<file path="config.mk">
export PLATFORM = sky130hd
export DESIGN_NAME = nand_gates_selftest
export DESIGN_NICKNAME = d
export VERILOG_FILES = /design/src/rtl/nand_selftest_pkg.sv /design/src/rtl/nand_gates_selftest.sv
export SDC_FILE = /design/constraint.sdc
export NUM_CORES = 1
export LEC_CHECK = 0
export CAP_MARGIN = 0
export CORE_ASPECT_RATIO = 1.1
export CORE_MARGIN = 1.5
export CORE_UTILIZATION = 45
export DETAILED_ROUTE_END_ITERATION = 10
export MAX_ROUTING_LAYER = met4
export PLACE_DENSITY_LB_ADDON = 0.2
export SLEW_MARGIN = 20
export SYNTH_ARGS = -nofsm -noshare
export SYNTH_HDL_FRONTEND = slang
export SYNTH_SLANG_ARGS = --single-unit
</file>
<file path="constraint.sdc">
create_clock -name clk -period 4.2 [get_ports clk]
set_input_delay 0.63 -clock clk [delete_from_list [all_inputs] [get_ports clk]]
set_output_delay 0.63 -clock clk [all_outputs]
set_load 0.05 [all_outputs]
</file>
<file path="src/rtl/nand_selftest_pkg.sv">
// Shared types, bit indices and golden truth table
// for the NAND basic-gate self-test.
package nand_selftest_pkg;

    typedef enum logic [1:0] {
        S_IDLE,
        S_DRIVE,
        S_CHECK,
        S_DONE
    } state_e;

    localparam int Y_NOT  = 0;
    localparam int Y_AND  = 1;
    localparam int Y_OR   = 2;
    localparam int Y_NAND = 3;
    localparam int Y_NOR  = 4;
    localparam int Y_XOR  = 5;
    localparam int Y_XNOR = 6;

    localparam logic [6:0] GOLDEN [4] = '{
        7'h59,
        7'h2D,
        7'h2C,
        7'h46
    };

    function automatic logic [6:0] golden_of(input logic [1:0] vec);
        return GOLDEN[vec];
    endfunction

endpackage

</file>
<file path="src/rtl/nand_gates_selftest.sv">
// Sweeps A/B through all four vectors, checks the gate
// block outputs against the golden table and keeps results.
module nand_gates_selftest
    import nand_selftest_pkg::*;
#(
    parameter int SETTLE_CYCLES = 2,
    parameter int PASSES        = 1,
    parameter int ERR_W         = 8
) (
    input  logic             clk,
    input  logic             rst_n,
    input  logic             start,
    output logic             drv_a,
    output logic             drv_b,
    input  logic [6:0]       y_in,
    output logic             busy,
    output logic             done,
    output logic             pass,
    output logic [ERR_W-1:0] err_count,
    output logic [1:0]       first_fail_vec,
    output logic [6:0]       first_fail_mask
);

    localparam int SW = (SETTLE_CYCLES > 1) ? $clog2(SETTLE_CYCLES) : 1;
    localparam int PW = (PASSES > 1) ? $clog2(PASSES) : 1;
    localparam logic [SW-1:0] SETTLE_LOAD = SW'(SETTLE_CYCLES - 1);

    state_e           state_q, state_d;
    logic [1:0]       vec_q, vec_d;
    logic [SW-1:0]    settle_q, settle_d;
    logic [PW-1:0]    pcnt_q, pcnt_d;
    logic [ERR_W-1:0] err_q, err_d;
    logic             pass_q, pass_d;
    logic [1:0]       ffv_q, ffv_d;
    logic [6:0]       ffm_q, ffm_d;
    logic             busy_q, busy_d;
    logic             done_q, done_d;
    logic [1:0]       drv_q, drv_d;
    logic [6:0]       diff;

    always_comb begin
        state_d  = state_q;
        vec_d    = vec_q;
        settle_d = settle_q;
        pcnt_d   = pcnt_q;
        err_d    = err_q;
        pass_d   = pass_q;
        ffv_d    = ffv_q;
        ffm_d    = ffm_q;
        diff     = y_in ^ golden_of(vec_q);

        unique case (state_q)
            S_IDLE: begin
                if (start) begin
                    err_d    = '0;
                    pass_d   = 1'b0;
                    ffv_d    = '0;
                    ffm_d    = '0;
                    pcnt_d   = '0;
                    vec_d    = '0;
                    settle_d = SETTLE_LOAD;
                    state_d  = S_DRIVE;
                end
            end
            S_DRIVE: begin
                if (settle_q == '0) state_d = S_CHECK;
                else settle_d = settle_q - 1'b1;
            end
            S_CHECK: begin
                // err_q still zero means this is the run's first miss
                if (diff != '0) begin
                    if (err_q != '1) err_d = err_q + 1'b1;
                    if (err_q == '0) begin
                        ffv_d = vec_q;
                        ffm_d = diff;
                    end
                end
                settle_d = SETTLE_LOAD;
                if (vec_q != 2'b11) begin
                    vec_d   = vec_q + 1'b1;
                    state_d = S_DRIVE;
                end else if (int'(pcnt_q) < PASSES - 1) begin
                    pcnt_d  = pcnt_q + 1'b1;
                    vec_d   = '0;
                    state_d = S_DRIVE;
                end else begin
                    pass_d  = (err_d == '0);
                    state_d = S_DONE;
                end
            end
            S_DONE: begin
                state_d = S_IDLE;
            end
            default: state_d = S_IDLE;
        endcase

        busy_d = (state_d == S_DRIVE) || (state_d == S_CHECK);
        done_d = (state_d == S_DONE);
        drv_d  = busy_d ? vec_d : 2'b00;
    end

    always_ff @(posedge clk or negedge rst_n) begin
        if (!rst_n) begin
            state_q  <= S_IDLE;
            vec_q    <= '0;
            settle_q <= '0;
            pcnt_q   <= '0;
            err_q    <= '0;
            pass_q   <= 1'b0;
            ffv_q    <= '0;
            ffm_q    <= '0;
            busy_q   <= 1'b0;
            done_q   <= 1'b0;
            drv_q    <= '0;
        end else begin
            state_q  <= state_d;
            vec_q    <= vec_d;
            settle_q <= settle_d;
            pcnt_q   <= pcnt_d;
            err_q    <= err_d;
            pass_q   <= pass_d;
            ffv_q    <= ffv_d;
            ffm_q    <= ffm_d;
            busy_q   <= busy_d;
            done_q   <= done_d;
            drv_q    <= drv_d;
        end
    end

    assign drv_a           = drv_q[1];
    assign drv_b           = drv_q[0];
    assign busy            = busy_q;
    assign done            = done_q;
    assign pass            = pass_q;
    assign err_count       = err_q;
    assign first_fail_vec  = ffv_q;
    assign first_fail_mask = ffm_q;

endmodule

</file>
## Word-level counts from Yosys, hierarchy flattened

Cells that the tools add are included.

- Bits in registers: 27
- Output and inout bits: 22
- Input port bits: 10

- Reduce and logical (&&, ||, !) cells: 11
- Bitwise logic cells: 2
- Add/subtract/negate cells: 3
- Eq/ne operators: 12
- Muxes and demuxes: 30
- $lt $le $gt $ge: 1

Operator list:

| kind | count |
|---|---|
| $mux 7 | 5 |
| $mux 8 | 4 |
| $mux 2 | 9 |
| $logic_not 8->1 | 2 |
| $pmux 8 s2 | 1 |
| $bmux 7 s2 | 1 |
| $pmux 7 s2 | 1 |
| $ne 2x2->1 const B | 5 |
| $add 8x1->8 const B | 1 |
| $eq 2x2->1 const B | 4 |
| $ne 8x8->1 const B | 1 |
| $pmux 2 s2 | 2 |
| $pmux 2 s4 | 1 |
| $reduce_bool 7->1 | 1 |
| $xor 7x7->7 | 1 |
| $eq 2x1->1 const B | 2 |
| $mux 1 | 4 |
| $reduce_and 2->1 | 2 |
| $reduce_and 4->1 | 1 |
| $ge 3x3->1 const B | 1 |
| $not 2->3 | 1 |
| $pmux 1 s3 | 1 |
| $reduce_and 3->1 | 1 |
| $reduce_bool 3->1 | 1 |
| 6 further kinds | 6 |

## Depth between registers and ports, before layout

Gate-level depths: netlist of run 1.

- Word-level depth: 11
- Depth in mapped cells: 8
- Mapped depth without buffers: 8

## Worst setup path after synthesis of run 1

No wires, ideal clock.

- Path type: register -> register
- From: reg vec_q[0]
- To: reg pass_q, in the netlist pass
- Data arrival time: 2183 ps
- Setup slack: 1897 ps
- Data required time: 4080 ps
- Cell stages (with the launch flop): 8
- Path through: dfrtp_1 ha_1 or3b_1 a21o_1 o22ai_4 mux2_4 o2111a_1 a41o_1

- Longest elaborated chain between the ends: 11
- Elaborated cells on any way between the ends: 14
- Classes of those cells: 2 x eq/ne; 7 x mux; 2 x bitwise; 3 x reduce/logical

Ends and longest elaborated chain:

| item | line | source |
|---|---|---|
| start: declaration | nand_gates_selftest.sv:29 | `logic [1:0] vec_q, vec_d;` |
| start signal: assignment | nand_gates_selftest.sv:117 | `vec_q <= vec_d;` |
| $not 2->3 (implied by the code) | nand_selftest_pkg.sv:28 | `return GOLDEN[vec];` |
| $bmux 7 s2 | nand_selftest_pkg.sv:28 |  |
| $mux 7 (implied by the code) (2 in series) | nand_selftest_pkg.sv:28 |  |
| $xor 7x7->7 | nand_gates_selftest.sv:50 | `diff = y_in ^ golden_of(vec_q);` |
| $reduce_bool 7->1 | nand_gates_selftest.sv:71 | `if (diff != '0) begin` |
| $mux 8 | nand_gates_selftest.sv:71 |  |
| $mux 8 | nand_gates_selftest.sv:52 | `unique case (state_q)` |
| $logic_not 8->1 | nand_gates_selftest.sv:87 | `pass_d = (err_d == '0);` |
| $mux 1 | nand_gates_selftest.sv:79 | `if (vec_q != 2'b11) begin` |
| $pmux 1 s2 | nand_gates_selftest.sv:52 |  |
| end signal: assignment | nand_gates_selftest.sv:121 | `pass_q <= pass_d;` |
| end: declaration | nand_gates_selftest.sv:33 | `logic pass_q, pass_d;` |

Parallel ways exist; a longest one is shown, timed or not. The select of a mux whose other input is x is not followed.
A chain may end at the register's enable or synchronous reset.

## Worst setup path after layout of run 1

- From: reg vec_q[1]
- To: reg ffm_q[3], in the netlist first_fail_mask[3]

- Longest elaborated chain between the ends: 8
- Elaborated cells on any way between the ends: 11
- Classes of those cells: 1 x eq/ne; 6 x mux; 2 x bitwise; 2 x reduce/logical

Ends and longest elaborated chain:

| item | line | source |
|---|---|---|
| $not 2->3 (implied by the code) * | nand_selftest_pkg.sv:28 |  |
| $bmux 7 s2 * | nand_selftest_pkg.sv:28 |  |
| $mux 7 (implied by the code) * (2 in series) | nand_selftest_pkg.sv:28 |  |
| $xor 7x7->7 * | nand_gates_selftest.sv:50 |  |
| $reduce_bool 7->1 or $mux 7 (tied branches) | nand_gates_selftest.sv:71, nand_gates_selftest.sv:73 |  |
| $ne 2x2->1 (no source line) or $mux 7 (tied branches) | n/a |  |
| $reduce_and 4->1 (no source line) or $pmux 7 s2 (tied branches) | n/a |  |
| end signal: assignment | nand_gates_selftest.sv:123 | `ffm_q <= ffm_d;` |
| end: declaration | nand_gates_selftest.sv:35 | `logic [6:0] ffm_q, ffm_d;` |

Mark *: on every way between the ends. The rest lies on a longest branch, timed or not. The select of a mux whose other input is x is not followed.

==> results.json, run 1 <==
{
  "status": "finished with violations",
  "violations": "design-rule violations",
  "slowest_stage": "nor2_1",
  "tns_ns": 0,
  "path_cells": "inv_1 -> ha_1 -> and3b_1 -> o22ai_2 -> or2_1 -> nand2_1 -> nor2_1 -> a22o_1",
  "slowest_delay_ns": 0.54,
  "worstSetupPathType": "flip-flop to flip-flop",
  "wl_per_cell_um": 16.43,
  "drc_errors": 3,
  "first_iter_violations": 39,
  "skew_ns": 0.009127,
  "powerDensity_nw_per_um2": 629.0,
  "maxCapViolCount": 0,
  "post_cts_buffers": 0,
  "grt_max_degree": 26,
  "n_antenna_cell": 0,
  "die_area_um2": 3651,
  "cts-buffers-inserted": 3,
  "crit_arrival_ns": 2.85,
  "synthesis.nets": 166,
  "fmax_mhz": 390.5,
  "cts_tree": "built",
  "utilization_pct": 60.09,
  "synthToLayoutAreaGrowth_pct": 25.55,
  "slew_violations": 0,
  "cp-end-kind": "flip-flop",
  "syn_area_um2": 1484,
  "worst_pin_slew_ns": 0.6574,
  "synth_edf_count": 0,
  "antenna_found_initial": 0,
  "first_pass_iters": 7,
  "row_count": 21,
  "setup_viol": 0,
  "boundaryPins": 32,
  "synth_top_cell_by_area": "dfrtp_1",
  "worst-path-max-fanout": 9,
  "cts-resized-gates": 0,
  "ys_ff_latch": 27,
  "synth_area_leaders": "dfrtp_1 (46%), a22o_1 (6.5%), ha_1 (5.9%)",
  "hp-class": "primary input to async pin",
  "clock_latency_ns": 0.35,
  "fillers": 279,
  "async_reset_ff_share_pct": 100.0,
  "finalWorstSetupSlack_ns": 1.639,
  "leakage_nw": 0.8110,
  "rsz0062_at_grt": "no",
  "synthCells": 149,
  "post-synth-top-area-fraction_pct": 45.53,
  "detail-route-antenna-nets": 0,
  "relSlewSlack_pct": 56.01,
  "clkSinkCount": 27,
  "vias": 1260,
  "crit_required_ns": 4.49,
  "clk_pin_slew_ns": 0.16,
  "total_power_mw": 1.172,
  "yosysWarnings": 0,
  "grtUsageTotal_pct": 22.08,
  "vias_per_cell": 5.806,
  "dieHeight_um": 63.23,
  "syn_avg_cell_area_um2": 9.959,
  "period_share_pct": 60.98,
  "cts_hold_buffers": 0,
  "grt_pass1_wl_um": 6065,
  "io_buffers": 31,
  "wirelength_um": 3565,
  "seq_area_frac_synth_pct": 45.53,
  "initial_core_util_pct": 47.86,
  "gp_congestion": 0.9353,
  "gr-total-overflow": 0,
  "die_w_um": 57.75,
  "cp-start-kind": "flip-flop",
  "core_um2": 3100,
  "finalNetCount": 201,
  "synthFlopType": "dfrtp_1",
  "grt_pass1_vias": 1321,
  "fin_crit_ns": 2.561,
  "clockBufferDepth": 2,
  "clockRootBuffer": "clkbuf_4",
  "synth_cell_types": 38,
  "hold_viol_final": 0,
  "dp_hpwl_um": 2697,
  "vdd_drop_max_v": 0.0003851,
  "drive_gt1_share_pct": 6.557,
  "place_ws_ns": 1.364,
  "cts_max_level": 1
}
## path summary, 6_finish.rpt
check / from / endpoint / slack (ns) / cells past startpoint
max in group asynchronous: rst_n / first_fail_mask[3] / 3.49 / 2
min: rst_n / first_fail_mask[5] / 0.23 / 1
min in group clk: first_fail_mask[2] / first_fail_mask[2] / 0.53 / 1
min reg2reg: first_fail_mask[2] / first_fail_mask[2] / 0.53 / 1
max: vec_q[1] / first_fail_mask[3] / 1.64 / 8
max reg2reg: vec_q[1] / first_fail_mask[3] / 1.64 / 8
## worst max-delay path, delay by kind of cell (launching register included)
| family | cells | cell delay, ns |
|---|---|---|
| DFF | 1 | 0.49 |
| AOI/OAI and AO/OA | 2 | 0.54 |
| and+or+nand+nor | 4 | 0.99 |
| buffers and inverters | 1 | 0.12 |
| adders and majority gates | 1 | 0.36 |
## per-layer routing
metal  up-vias  wire length (µm)  global-route usage (%)
li1        607                 -                       -
met5         -                 0                       -
met3         5               150                   1.848
met4         0                49                   6.686
met2        36              1850                   37.64
met1       612              1515                   27.61
## power breakdown
group | internal, mW | switching, mW
clock | 0.0391 | 0.0882
sequential | 0.333 | 0.0704
combinational | 0.234 | 0.407
total | 0.607 | 0.565
## cells in the mapped netlist (2+ instances only)
library cell	count
xnor2_1	4
nand2_1	8
o22ai_1	4
o21a_1	2
or2_1	2
and3_1	2
and3b_1	2
nor3b_1	2
mux2i_1	3
nand2b_1	2
a21oi_1	6
xor2_1	3
nand3_1	5
nor3_1	6
or2_2	2
o21ai_0	7
ha_1	7
nor2_1	18
inv_1	7
dfrtp_1	27
and2_1	2
a22o_1	11
clkbuf_1	2
## layout by cell type, fill, tap and decap left out, types with 2 or more instances in the layout
cell type	n
a21oi_1	6
a22o_1	11
and2_1	2
and3_1	2
and3b_1	2
clkbuf_4	3
clkdlybuf4s50_1	30
dfrtp_1	27
ha_1	7
inv_1	7
mux2i_1	3
nand2_1	8
nand2b_1	2
nand3_1	5
nor2_1	18
nor3_1	6
nor3b_1	2
o21a_1	2
o21ai_0	7
o22ai_1	4
or2_1	2
or2_2	2
xnor2_1	4
xor2_1	3
## layout make-up
class	instances	area (µm²)	area share [%]
repair buffers	32	312.8	16.79
flip-flops and latches	27	675.6	36.27
clock buffers	3	22.52	1.209
clock inverters	1	8.758	0.4701
multi-input cells	113	774.5	41.57
well taps	34	42.54	2.283
inverters	7	26.28	1.410
## cells by family after synthesis
family	Yosys count	synth area share (%)
flops	27	45.53
compound gates	41	20.74
xor+xnor	7	4.132
simple gates	54	18.38
buf+inv	9	2.277
mux	4	3.035
fa+ha+maj	7	5.902
## per-stage QoR
stage | cells | area (µm²) | hold slack (ns)
2_1_floorplan | 149 | 1484 | 0.3344
3_3_place_gp | 213 | 1837 | 0.4870
3_5_place_dp | 213 | 1837 | 0.4947
4_1_cts | 217 | 1868 | 0.5370
5_1_grt | 217 | 1863 | 0.2567
6_report | 217 | 1863 | 0.2326
## registers in the layout, summed over array words and instances, names as in the netlist
signal / count
err_count: 8
first_fail_mask: 7
drv_q: 2
first_fail_vec: 2
state_q: 2
vec_q: 2
busy: 1
done: 1
pass: 1
settle_q: 1
Power figures use the tool's default switching activity.
==> inputs of run 2 (changes only) <==
Clock period 4.2 ns to 2.2 ns, I/O delays scaled along.
==> results.json, run 2 (synthesis results as in run 1) <==
{
  "place_ws_ns": -0.1999,
  "rsz0062_at_grt": "yes",
  "place_area_um2": 2024,
  "cp-start-kind": "flip-flop",
  "first_pass_iters": 7,
  "status": "finished with violations",
  "hold_viol_final": 0,
  "gr-total-overflow": 0,
  "path_cells": "inv_2 -> ha_4 -> nor3b_4 -> o22ai_4 -> buf_6 -> o22ai_4 -> mux2_4 -> o2111a_1 -> a41o_1",
  "drc_errors": 6,
  "grt_pass1_vias": 1384,
  "vias": 1356,
  "powerDensity_nw_per_um2": 1171,
  "final_common_cell": "clkdlybuf4s50_1",
  "die_w_um": 57.75,
  "die_area_um2": 3651,
  "ff2ff_path_depth": 9,
  "slowest_stage": "dfrtp_2",
  "r2r_end": "pass",
  "cts_tree": "built",
  "worst-path-max-fanout": 4,
  "dp_hpwl_um": 2625,
  "vdd_drop_max_v": 0.0007386,
  "period_share_pct": 98.33,
  "skew_ns": 0.004512,
  "n_antenna_cell": 0,
  "initial_core_util_pct": 47.86,
  "leakage_nw": 0.9279,
  "cp_common_cell": "o22ai_4",
  "grt_max_degree": 28,
  "path_depth": 9,
  "detail-route-antenna-nets": 0,
  "cts-buffers-inserted": 3,
  "r2r_start": "vec_q[0]",
  "finalWorstSetupSlack_ns": 0.03685,
  "relSlewSlack_pct": 66.00,
  "violations": "design-rule violations",
  "wirelength_um": 3599,
  "maxCapViolCount": 0,
  "vias_per_cell": 5.603,
  "clk_pin_slew_ns": 0.16,
  "ff_latch_area_um2": 678.2,
  "clock_latency_ns": 0.32,
  "worstSetupPathType": "flip-flop to flip-flop",
  "drive_gt1_share_pct": 23.56,
  "core_um2": 3100,
  "cp-end-kind": "flip-flop",
  "clockBufferDepth": 2,
  "crit_arrival_ns": 2.40,
  "gp_congestion": 0.8199,
  "boundaryPins": 32,
  "synthToLayoutAreaGrowth_pct": 44.44,
  "first_iter_violations": 60,
  "dieHeight_um": 63.23,
  "io_buffers": 31,
  "fillers": 229,
  "grtUsageTotal_pct": 21.39,
  "finalNetCount": 226,
  "crit_buf_inv": 2,
  "antenna_found_initial": 0,
  "worst_pin_slew_ns": 0.5084,
  "clkSinkCount": 27,
  "stdcell_area_um2": 2143,
  "cts_max_level": 1,
  "hp-class": "primary input to async pin",
  "slowest_delay_ns": 0.47,
  "crit_required_ns": 2.43,
  "cp_top_family": "compound AO/OA/AOI/OAI gates",
  "layout_common_cells": "clkdlybuf4s50_1 (31), dfrtp_1 (25), buf_4 (25)",
  "cts_hold_buffers": 0,
  "multiInputGateArea_um2": 857.1,
  "grt_pass1_wl_um": 6051,
  "row_count": 21,
  "wl_per_cell_um": 14.87,
  "slew_violations": 0,
  "fmax_mhz": 462.3,
  "largest_register_ffs": 8,
  "total_power_mw": 2.510,
  "fin_crit_ns": 2.163,
  "clockRootBuffer": "clkbuf_4",
  "regToRegSetupSlack_ns": 0.04,
  "setup_viol": 0
}
run 2: power breakdown:
part / leakage (nW) / internal [mW] / total [mW] / switching [mW]
clock: 0.0139 / 0.0694 / 0.225 / 0.156
sequential: 0.360 / 0.639 / 0.773 / 0.135
combinational: 0.554 / 0.648 / 1.51 / 0.864
run 2: final cells by class:
| class | count | area share, % |
|---|---|---|
| timing repair buffer | 57 | 23.76 |
| sequential | 27 | 31.64 |
| clock inverter | 1 | 0.3503 |
| tap | 34 | 1.985 |
| multi-input combinational | 113 | 39.99 |
| clock buffer | 3 | 1.051 |
| inverter | 7 | 1.226 |
run 2: through the flow:
stage	std cells	utilization, %	TNS, ns	hold WS [ns]
final	242	69.13	0	0.3443
after global routing	242	69.13	-0.06686	0.3654
after CTS	238	67.27	0	0.3640
after detailed placement	234	65.29	-1.924	0.4907
after global placement	234	65.29	-1.079	0.4917
after floorplan	149	-	0	0.03441
run 2: metal layers:
layer  part of all wire [%]  track usage, %
met4                   0.56           6.977
met1                     44           26.58
met3                    3.9           2.259
met5                      0               -
met2                     52           36.08
run 2: worst reg2reg max path, stage by stage (launching register included):
cell,delay [ns]
dfrtp_2,0.47
inv_2,0.09
ha_4,0.22
nor3b_4,0.23
o22ai_4,0.11
buf_6,0.14
o22ai_4,0.18
mux2_4,0.32
o2111a_1,0.14
a41o_1,0.18
run 2: worst max-delay path by stage:
stage                         end     start  slack (ns)
4_1_cts                      pass  vec_q[1]        0.03
6_report                     pass  vec_q[0]        0.04
3_5_place_dp   first_fail_mask[5]   y_in[6]       -0.20
5_1_grt                      pass  vec_q[1]       -0.04
3_3_place_gp                 pass   y_in[3]       -0.12
2_1_floorplan                pass  vec_q[1]        0.01
run 2: timing repair:
action	CTS	global route
gates cloned	0	0
setup buffers	0	4
pin swaps	5	5
setup endpoints to repair	10	10
resized for setup	8	7
==> inputs of run 3 (changes only) <==
Settings changed: ABC_AREA set to 1, CTS_CLUSTER_SIZE set to 28.
Clock period 2.2 ns to 2.3 ns, I/O delays scaled along.
==> results.json, run 3 <==
{
  "fmax_mhz": 476.8,
  "maxCapViolCount": 0,
  "clockRootBuffer": "clkbuf_4",
  "hold_viol_final": 0,
  "layout_common_cells": "nand2_1 (65), inv_1 (34), clkdlybuf4s50_1 (31)",
  "finalNetCount": 273,
  "io_buffers": 31,
  "detail-route-antenna-nets": 0,
  "antenna_found_initial": 0,
  "initial_core_util_pct": 47.58,
  "synthesis.nets": 234,
  "die_area_um2": 3918,
  "worst_pin_slew_ns": 0.5064,
  "vdd_drop_max_v": 0.0005489,
  "post-synth-top-area-fraction_pct": 42.29,
  "grtUsageTotal_pct": 20.47,
  "synth_top_cell_by_area": "dfrtp_1",
  "crit_required_ns": 2.55,
  "utilization_pct": 60.06,
  "row_count": 22,
  "worst-path-max-fanout": 14,
  "setup_viol": 0,
  "synthCells": 217,
  "placed_cells": 299,
  "hp-class": "primary input to async pin",
  "synth.most_common_cell": "nand2_1",
  "vias": 1476,
  "core_um2": 3358,
  "synthToLayoutAreaGrowth_pct": 26.23,
  "final_common_cell": "nand2_1",
  "syn_avg_cell_area_um2": 7.363,
  "tns_ns": 0,
  "cp-end-kind": "flip-flop",
  "cts_max_level": 1,
  "boundaryPins": 32,
  "cts_tree": "built",
  "wirelength_um": 3442,
  "ff2ff_path_depth": 9,
  "clkSinkCount": 27,
  "dp_hpwl_um": 2615,
  "cts_hold_buffers": 0,
  "n_antenna_cell": 0,
  "r2r_end": "first_fail_mask[0]",
  "synth_cell_types": 24,
  "seq_area_frac_synth_pct": 42.29,
  "skew_ns": 0.007552,
  "fillers": 352,
  "worstSetupPathType": "flip-flop to flip-flop",
  "cts-buffers-inserted": 3,
  "period_share_pct": 91.20,
  "leakage_nw": 0.9622,
  "highest_layer": "met4",
  "m1WireLength_um": 1637,
  "synth_edf_count": 0,
  "gr-total-overflow": 0,
  "met3_length_um": 106,
  "relSlewSlack_pct": 66.13,
  "status": "finished clean",
  "powerDensity_nw_per_um2": 1043,
  "first_iter_violations": 113,
  "cts-resized-gates": 0,
  "synth_area_leaders": "dfrtp_1 (42%), nand2_1 (15%), inv_1 (8.0%)",
  "vias_per_cell": 4.871,
  "wl_met2_um": 1652,
  "drive_gt1_share_pct": 9.804,
  "syn_area_um2": 1598,
  "yosysWarnings": 0,
  "clock_latency_ns": 0.33,
  "stdcell_count": 303,
  "ys_ff_latch": 27,
  "grt_max_degree": 28,
  "async_reset_ff_share_pct": 100.0,
  "clockBufferDepth": 2,
  "rsz0062_at_grt": "yes",
  "largest_register_ffs": 8,
  "regToRegSetupSlack_ns": 0.20,
  "total_power_mw": 2.104,
  "synthFlopType": "dfrtp_1",
  "drc_errors": 0,
  "place_ws_ns": 0.2032,
  "wl_per_cell_um": 11.36,
  "first_pass_iters": 4,
  "grt_pass1_vias": 1369,
  "fin_crit_ns": 2.098,
  "clk_pin_slew_ns": 0.16,
  "die_w_um": 59.82,
  "cp-start-kind": "flip-flop",
  "post_cts_buffers": 0,
  "slew_violations": 0,
  "finalWorstSetupSlack_ns": 0.2025,
  "synth_common_cells": "nand2_1 (65), inv_1 (34), dfrtp_1 (27), nand3_1 (22), o21ai_0 (17)",
  "crit_arrival_ns": 2.35,
  "gp_congestion": 0.8961,
  "r2r_start": "vec_q[1]",
  "grt_pass1_wl_um": 5996,
  "dieHeight_um": 65.50
}
-- run 3: cell types whose count changed after synthesis, sizes merged, moves of 5 or more --
cell and delta:
a22o -11, inv +31, nand2 +62, nand3 +17
nor3 -5, o21ai +15
-- run 3: layout make-up --
type	instances	area, µm²	area share, %
Tap cell	48	60.06	2.978
Timing Repair Buffer	35	340.3	16.87
Sequential cell	27	675.6	33.50
Clock buffer	3	22.52	1.117
Clock inverter	1	7.507	0.3722
Inverter	39	146.4	7.258
Multi-Input combinational cell	150	764.5	37.90
-- run 3: worst max-delay path by stage --
stage                       startpoint  depth (start not counted)            endpoint  slack (ns)
after floorplan           err_count[1]                         13                pass        0.38
after global placement        vec_q[1]                          9  first_fail_mask[6]        0.27
after detailed placement      vec_q[0]                          9   first_fail_vec[1]        0.20
after CTS                     vec_q[0]                          9  first_fail_mask[0]        0.17
after global routing          vec_q[1]                          9   first_fail_vec[1]      -0.002
final                         vec_q[1]                          9  first_fail_mask[0]        0.20
-- run 3: per-layer routing --
metal	global-route usage, %	vias up
met5	-	-
met4	6.111	0
met3	1.772	4
met2	33.02	33
met1	27.34	683
li1	-	756
-- run 3: cells by family after synthesis --
kind of cell / Yosys count / synth area share [%]
simple gates: 112 / 31.95
buf+inv: 40 / 9.866
compound gates: 30 / 9.867
flops: 27 / 42.29
fa+ha+maj: 7 / 5.481
xor+xnor: 1 / 0.5483
-- run 3: through the flow --
step	hold slack [ns]	cell area (µm²)
after floorplan	0.04941	1598
after global placement	0.4921	1987
after detailed placement	0.4958	1987
after CTS	0.3783	2017
after global routing	0.3724	2017
final	0.3649	2017
-- run 3: critical path, stage by stage, from the launching register on --
cell and delay [ns]:
dfrtp_1 0.48, inv_2 0.07, ha_1 0.32, xnor2_1 0.31, nor2_4 0.10, nand2_4 0.16, nand4_2 0.15, nor2_4 0.23
nand3_1 0.11, o21ai_0 0.09
-- run 3: power breakdown --
part | total (mW) | internal [mW] | switching [mW] | leakage [nW]
clock network | 0.214 | 0.0665 | 0.148 | 0.0139
logic | 1.18 | 0.389 | 0.793 | 0.585
registers | 0.708 | 0.607 | 0.101 | 0.363
